### config.mk
export PLATFORM = sky130hd
export DESIGN_NAME = matrix_pg_multi_flat
export DESIGN_NICKNAME = d
export VERILOG_FILES = /design/src/rtl/matrix_pg_multi_pkg.sv /design/src/rtl/matrix_pg_multi_if.sv /design/src/rtl/matrix_pg_multi_pattern_step.sv /design/src/rtl/matrix_pg_multi.sv /design/src/flat_wrapper.sv
export SDC_FILE = /design/constraint.sdc
export NUM_CORES = 1
export LEC_CHECK = 0
export BUFFER_PORTS_ARGS = -buffer_cell sky130_fd_sc_hd__buf_2
export CELL_PAD_IN_SITES_DETAIL_PLACEMENT = 0
export CELL_PAD_IN_SITES_GLOBAL_PLACEMENT = 1
export CORE_AREA = 2 2 238 193
export DETAILED_ROUTE_END_ITERATION = 10
export DIE_AREA = 0 0 240 195
export GPL_TIMING_DRIVEN = 0
export PLACE_DENSITY_LB_ADDON = 0.1
export SLEW_MARGIN = 30
export SYNTH_ARGS = -nofsm -noshare
export SYNTH_HDL_FRONTEND = slang
export SYNTH_SLANG_ARGS = --single-unit
### constraint.sdc
create_clock -name clk_9m -period 2.3 [get_ports clk_9m]
set_input_delay 0.69 -clock clk_9m [delete_from_list [all_inputs] [get_ports clk_9m]]
set_output_delay 0.69 -clock clk_9m [all_outputs]
set_load 0.03 [all_outputs]
### src/rtl/matrix_pg_multi_pkg.sv
// Shared types and constants for the cascaded 8x8 LED matrix pattern generator.
package matrix_pkg;

    localparam int ROWS = 8;
    localparam logic [3:0] DIGIT_BASE = 4'h1;

    typedef enum logic [1:0] {
        WAIT  = 2'd0,
        PACK  = 2'd1,
        DELAY = 2'd2
    } state_t;

    typedef enum logic [1:0] {
        SCROLL_L = 2'd0,
        SCROLL_R = 2'd1,
        BOUNCE   = 2'd2,
        BAR      = 2'd3
    } mode_t;

    // Digit-register address of a row in the driver device.
    function automatic logic [3:0] row_addr(input logic [2:0] row);
        return DIGIT_BASE + {1'b0, row};
    endfunction

endpackage

### src/rtl/matrix_pg_multi_if.sv
// Control and frame-data bundle between the frame consumer and the pattern generator.
interface matrix_pg_multi_if #(
    parameter int N_DEV   = 4,
    parameter int DELAY_W = 24
);
    import matrix_pkg::*;

    logic                               send_done;
    logic [1:0]                         mode;
    logic                               pause;
    logic [7:0]                         row_mask;
    logic [DELAY_W-1:0]                 frame_delay;
    logic                               en;
    logic                               busy;
    logic [ROWS-1:0][16*N_DEV-1:0]      data;

    modport master (
        output send_done, mode, pause, row_mask, frame_delay,
        input  en, busy, data
    );

    modport slave (
        input  send_done, mode, pause, row_mask, frame_delay,
        output en, busy, data
    );

endinterface

### src/rtl/matrix_pg_multi_pattern_step.sv
// Animation state: holds the lit pattern and advances it one step per advance pulse.
module matrix_pattern_step
    import matrix_pkg::*;
#(
    parameter int W = 32
) (
    input  logic         clk_9m,
    input  logic         rst_n,
    input  logic         advance_i,
    input  logic [1:0]   mode_i,
    input  logic         pause_i,
    output logic [W-1:0] pat_o
);
    localparam int POS_W = $clog2(W);

    logic [W-1:0]     pat_q, pat_d;
    logic [POS_W-1:0] pos_q, pos_d;
    logic             dir_up_q, dir_up_d;
    mode_t            mode_q, mode_d;
    logic [W-1:0]     therm_s;

    // Next animation state; a mode change reloads the initial pattern instead of stepping.
    always_comb begin
        pat_d    = pat_q;
        pos_d    = pos_q;
        dir_up_d = dir_up_q;
        mode_d   = mode_q;
        if (advance_i && !pause_i) begin
            if (mode_t'(mode_i) != mode_q) begin
                mode_d = mode_t'(mode_i);
                case (mode_t'(mode_i))
                    SCROLL_L: pat_d = {{(W-1){1'b0}}, 1'b1};
                    SCROLL_R: pat_d = {1'b1, {(W-1){1'b0}}};
                    BOUNCE: begin
                        pat_d    = {{(W-1){1'b0}}, 1'b1};
                        dir_up_d = 1'b1;
                    end
                    BAR:      pos_d = {POS_W{1'b0}};
                    default:  pat_d = pat_q;
                endcase
            end else begin
                case (mode_q)
                    SCROLL_L: pat_d = {pat_q[W-2:0], pat_q[W-1]};
                    SCROLL_R: pat_d = {pat_q[0], pat_q[W-1:1]};
                    BOUNCE: begin
                        // Turn around at the ends so the end bits are shown only once per pass.
                        if (dir_up_q) begin
                            if (pat_q[W-1]) begin
                                pat_d    = pat_q >> 1;
                                dir_up_d = 1'b0;
                            end else begin
                                pat_d = pat_q << 1;
                            end
                        end else begin
                            if (pat_q[0]) begin
                                pat_d    = pat_q << 1;
                                dir_up_d = 1'b1;
                            end else begin
                                pat_d = pat_q >> 1;
                            end
                        end
                    end
                    BAR: begin
                        if (pos_q == POS_W'(W-1)) begin
                            pos_d = {POS_W{1'b0}};
                        end else begin
                            pos_d = pos_q + POS_W'(1);
                        end
                    end
                    default: pat_d = pat_q;
                endcase
            end
        end else begin
            pat_d = pat_q;
        end
    end

    // Animation state registers.
    always_ff @(posedge clk_9m or negedge rst_n) begin
        if (!rst_n) begin
            pat_q    <= {{(W-1){1'b0}}, 1'b1};
            pos_q    <= {POS_W{1'b0}};
            dir_up_q <= 1'b1;
            mode_q   <= SCROLL_L;
        end else begin
            pat_q    <= pat_d;
            pos_q    <= pos_d;
            dir_up_q <= dir_up_d;
            mode_q   <= mode_d;
        end
    end

    // Bar display: pos+1 ones in the low bits.
    always_comb begin
        therm_s = {W{1'b0}};
        for (int i = 0; i < W; i++) begin
            therm_s[i] = (POS_W'(i) <= pos_q);
        end
    end

    assign pat_o = (mode_q == BAR) ? therm_s : pat_q;

endmodule

### src/rtl/matrix_pg_multi.sv
// Frame builder for a chain of 8x8 matrix drivers: packs one word per row, waits
// the frame delay, then pulses en; one animation step per send_done rising edge.
module matrix_pg_multi
    import matrix_pkg::*;
#(
    parameter int N_DEV   = 4,
    parameter int DELAY_W = 24
) (
    input  logic                clk_9m,
    input  logic                rst_n,
    matrix_pg_multi_if.slave    bus
);
    localparam int W      = 8 * N_DEV;
    localparam int WORD_W = 16 * N_DEV;

    state_t                         state_q, state_d;
    logic [2:0]                     row_q, row_d;
    logic [DELAY_W-1:0]             cnt_q, cnt_d;
    logic                           en_q, en_d;
    logic                           send_done_q;
    logic [ROWS-1:0][WORD_W-1:0]    data_q;
    logic [WORD_W-1:0]              word_s;
    logic [W-1:0]                   pat_s;
    logic                           rise_s;
    logic                           advance_s;

    assign rise_s = bus.send_done & ~send_done_q;

    matrix_pattern_step #(.W(W)) u_step (
        .clk_9m    (clk_9m),
        .rst_n     (rst_n),
        .advance_i (advance_s),
        .mode_i    (bus.mode),
        .pause_i   (bus.pause),
        .pat_o     (pat_s)
    );

    // Frame FSM next state; edges outside WAIT are dropped, not queued.
    always_comb begin
        state_d   = state_q;
        row_d     = row_q;
        cnt_d     = cnt_q;
        en_d      = 1'b0;
        advance_s = 1'b0;
        case (state_q)
            WAIT: begin
                if (rise_s) begin
                    advance_s = 1'b1;
                    state_d   = PACK;
                    row_d     = 3'd0;
                end else begin
                    state_d = WAIT;
                end
            end
            PACK: begin
                row_d = row_q + 3'd1;
                if (row_q == 3'd7) begin
                    state_d = DELAY;
                    cnt_d   = {DELAY_W{1'b0}};
                end else begin
                    state_d = PACK;
                end
            end
            DELAY: begin
                if (cnt_q == bus.frame_delay) begin
                    state_d = WAIT;
                    en_d    = 1'b1;
                end else begin
                    cnt_d = cnt_q + DELAY_W'(1);
                end
            end
            default: state_d = WAIT;
        endcase
    end

    // FSM, counters, en and edge-detect history.
    always_ff @(posedge clk_9m or negedge rst_n) begin
        if (!rst_n) begin
            state_q     <= PACK;
            row_q       <= 3'd0;
            cnt_q       <= {DELAY_W{1'b0}};
            en_q        <= 1'b0;
            send_done_q <= 1'b0;
        end else begin
            state_q     <= state_d;
            row_q       <= row_d;
            cnt_q       <= cnt_d;
            en_q        <= en_d;
            send_done_q <= bus.send_done;
        end
    end

    // Current row word: {0, digit address, gated byte} per device, device 0 at the LSB.
    always_comb begin
        word_s = {WORD_W{1'b0}};
        for (int d = 0; d < N_DEV; d++) begin
            word_s[16*d +: 16] = {4'h0, row_addr(row_q),
                                  bus.row_mask[row_q] ? pat_s[8*d +: 8] : 8'h00};
        end
    end

    // Row storage, written only while packing so the frame is stable otherwise.
    always_ff @(posedge clk_9m or negedge rst_n) begin
        if (!rst_n) begin
            data_q <= {(ROWS*WORD_W){1'b0}};
        end else if (state_q == PACK) begin
            data_q[row_q] <= word_s;
        end else begin
            data_q <= data_q;
        end
    end

    assign bus.en   = en_q;
    assign bus.busy = (state_q != WAIT);
    assign bus.data = data_q;

endmodule

### src/flat_wrapper.sv
// flat-port wrapper written by rule: the top's interface ports become plain ports
module matrix_pg_multi_flat import matrix_pkg::*;
#(
    parameter int N_DEV   = 4,
    parameter int DELAY_W = 24
)
  (clk_9m, rst_n, bus_send_done, bus_mode, bus_pause, bus_row_mask, bus_frame_delay, bus_en, bus_busy, bus_data);
  matrix_pg_multi_if #(.N_DEV(N_DEV), .DELAY_W(DELAY_W)) bus_i ();
  input  logic clk_9m;
  input  logic rst_n;
  input wire logic [$bits(bus_i.send_done)-1:0] bus_send_done;
  input wire logic [$bits(bus_i.mode)-1:0] bus_mode;
  input wire logic [$bits(bus_i.pause)-1:0] bus_pause;
  input wire logic [$bits(bus_i.row_mask)-1:0] bus_row_mask;
  input wire logic [$bits(bus_i.frame_delay)-1:0] bus_frame_delay;
  output wire logic [$bits(bus_i.en)-1:0] bus_en;
  output wire logic [$bits(bus_i.busy)-1:0] bus_busy;
  output wire logic [$bits(bus_i.data)-1:0] bus_data;
  assign bus_i.send_done = bus_send_done;
  assign bus_i.mode = bus_mode;
  assign bus_i.pause = bus_pause;
  assign bus_i.row_mask = bus_row_mask;
  assign bus_i.frame_delay = bus_frame_delay;
  assign bus_en = bus_i.en;
  assign bus_busy = bus_i.busy;
  assign bus_data = bus_i.data;
  matrix_pg_multi #(.N_DEV(N_DEV), .DELAY_W(DELAY_W)) u_core (.clk_9m(clk_9m), .rst_n(rst_n), .bus(bus_i));
endmodule
==> results.toml <==
[detailed_routing]
route.met2.wl_microns = 27820
drtIter0Drc = 789
drtAntennaViolNets = 0
wl_met3_microns = 3886
firstDrtPassIters = 6
vias_per_cell = 4.904
top_layer = "met4"
wl_met1_microns = 26420
routed_wl_microns = 59240
drc_errors = 0
vias = 14520
routedWlPerCell_microns = 20.01

[layout]
area_growth_pct = 31.40
antenna_cells = 0
final_nets = 2383
drive_gt1_frac = 0.3611
final_core_util = 0.4971
fin_area_sq_mm = 0.02197

[worst_setup_path]
r2r_cells = 6
worst_ep_arrival_time_ns = 2.67
cp_slowest_cell = "mux4_2"
crit_chain = "buf_4 > mux4_2 > mux2_2 > clkbuf_4 > o221ai_2 > o21ai_0"
rr_endpoint = "u_core.bus.data[20]"
cp_max_fo = 10
cp-startpoint = "u_core.row_q[1]"
critPathLaunchType = "flop"
ff2ff_setup_slack_ns = 0.01
cp-end-kind = "flop"
timing.rr.start = "u_core.row_q[1]"
critPathMaxStageDelay_ns = 0.54
crit_type = "flop to flop"
critPathRequiredTime_ns = 2.68

[sta]
setup_slack_ns = 0.01030
clock_skew_ns = 0.02710
worst_slew_pin_slew_ns = 0.8449
max-slew-margin-rel = 0.4368
holdWs_ns = 0.06730
max_freq_mhz = 436.7
slew_viol_final = 0
timing.final.crit_share = 0.9955
layout_min_cycle_time_ns = 2.290
rsz0062_at_grt = "true"
finalHoldViolCount = 0
finalSetupViolCount = 0

[floorplan]
die_w_microns = 240
core_sq_mm = 0.04420
die_area_sq_mm = 0.04680
die_y_microns = 195
rows = 69
start_util = 0.3783
ios = 552

[synthesis]
yosysSeqAreaShare = 0.5374
yosys.area.top_type = "dfrtp_1"
ys.flop_type = "dfrtp_1"
synth_top_area_frac = 0.5327
synthCells = 1730
syn-cell-area_sq_mm = 0.01672
synth_edf_count = 0
synthArstFlopShare = 1.000
synth.area.top_cells = "dfrtp_1, buf_4, o21ai_0, nand2_1, clkbuf_1"
ys_seq_elements = 359
yosysUniqueCellTypes = 61
ys_warn_count = 0
syn_area_per_cell_sq_um = 9.667

[grt]
grt_pass1_vias = 13900
grt_max_degree = 86
overflow = 0
antenna_found_initial = 1
grt_usage = 0.2481
grt_pass1_wl_microns = 88260

[cts]
cts_buffers = 39
cts_hold_buf = 0
cts-root-buf = "clkbuf_16"
clock_latency_ns = 0.55
clkTransAtPathRegs_ns = 0.06
clockBufferDepth = 3
cts_tree = "done"
cts.sinks = 359
htreeDepth = 2

[placed_design]
port_buffers = 423
dp_slack_ns = -0.5443
gp_congestion = 0.8729
dp.final_hpwl_microns = 44280
placed_area_sq_mm = 0.02028

[worst_hold_path]
min_path_type = "primary input to async pin"

[pwr]
p_leak_uw = 0.01125
p_total_uw = 24810
vdd_drop_max_mv = 0.5997
power_density_mw_per_mm2 = 1129

[status]
status = "finished, final reports clean"

[flow_run]
drv_cap = 0
-- metal layers --
metal,vias to the layer above,track usage
met4,0,0.05613
met1,7195,0.3494
met5,-,0
met3,63,0.04128
li1,6754,-
met2,505,0.4012
-- flip-flops by register name, summed over array words and instances (netlist names) --
name	count
u_core.send_done_q	1
u_core.u_step.dir_up_q	1
u_core.bus.en	1
u_core.state_q	2
u_core.u_step.mode_q	2
u_core.u_step.pat_q	32
u_core.row_q	3
u_core.cnt_q	24
u_core.u_step.pos_q	5
u_core.bus.data	288
-- cell usage in the layout, fill, tap and decap left out, types with 8 or more instances in the layout --
cell       count
dfrtp_1      353
and2_1        17
a22oi_1       15
a221o_1        8
o31ai_1       13
clkbuf_1      68
nor2_1        24
o21ai_0      290
mux2_2        19
nand2_2       17
o311ai_0      11
nand3b_1      13
xor2_1        24
o21ai_1        8
nand3_1       26
a21oi_1       26
nand2b_1      11
buf_2        434
conb_1       128
inv_1         27
nor2b_1        8
buf_4        237
nand2_1      337
o211ai_1      16
clkbuf_16     41
ha_1           9
o221ai_4      10
nor3b_1        8
clkbuf_2      22
-- worst max-delay path by stage --
stage                              to
2_1_floorplan         u_core.cnt_q[1]
3_3_place_gp     u_core.bus.data[452]
3_5_place_dp   u_core.u_step.pat_q[3]
4_1_cts          u_core.bus.data[356]
5_1_grt          u_core.bus.data[341]
6_report          u_core.bus.data[20]
-- stage by stage --
stage | setup TNS [ns] | std cells
after floorplan | 0 | 1857
after global placement | -2430.56 | 2883
after detailed placement | -77.52 | 2888
after CTS | 0 | 2960
after global routing | -1.815 | 2960
final | 0 | 2960
-- critical path: cells and delay by family, from the launching register on --
family | cells | cell delay [ns]
compound gates | 2 | 0.47
buf+inv | 2 | 0.43
flops | 1 | 0.34
mux | 2 | 0.90
-- cell families (layout without fill, tap and decap cells) --
family          Yosys count  in the layout  synth area share
compound gates          437            437            0.1537
xor+xnor                 26             26           0.01362
fa+ha+maj                14             14           0.01047
buf+inv                 359            859            0.1338
flops                   359            359            0.5374
mux                      21             21           0.01549
other cells               1            128         0.0002242
simple gates            513            513            0.1353
-- where the power goes --
group / leakage [uW] / internal [uW] / switching, uW
Combinational: 0.00576 / 2930 / 7640
Clock: 0.000599 / 3640 / 2570
Sequential: 0.00489 / 7300 / 722
-- layout make-up --
type / count / area (sq um)
multi-input combinational: 1139 / 6360
fill: 4289 / 22230
timing repair buffer: 436 / 2327
sequential: 359 / 8991
buffer: 328 / 2195
clock inverter: 6 / 101.3
clock buffer: 61 / 1141
inverter: 28 / 105.1
tap: 603 / 754.5
-- cell usage after synthesis, types with 6 or more instances --
cell	n
o31ai_1	15
and2_1	17
nand2_1	356
o22ai_1	7
a22oi_1	15
and3_1	6
buf_2	12
nor4_1	6
o211ai_1	16
inv_1	28
a21oi_1	26
o221ai_1	12
nor3_1	8
o311ai_0	12
nand4_1	7
nand3_1	29
xor2_1	24
nand2b_1	12
nor2_1	25
clkbuf_1	87
a221o_1	8
dfrtp_1	356
mux2_2	19
nor3b_1	8
o21ai_0	297
buf_4	227
nand3b_1	13
nor2b_1	9
ha_1	14
-- timing repair --
action	in CTS	in global routing
pin swaps	8	6
endpoints found under the setup margin	308	255
endpoints found under the hold margin	0	0
setup buffers	6	2
resized for setup	58	78
No activity file was read; power rests on OpenSTA's default activity.
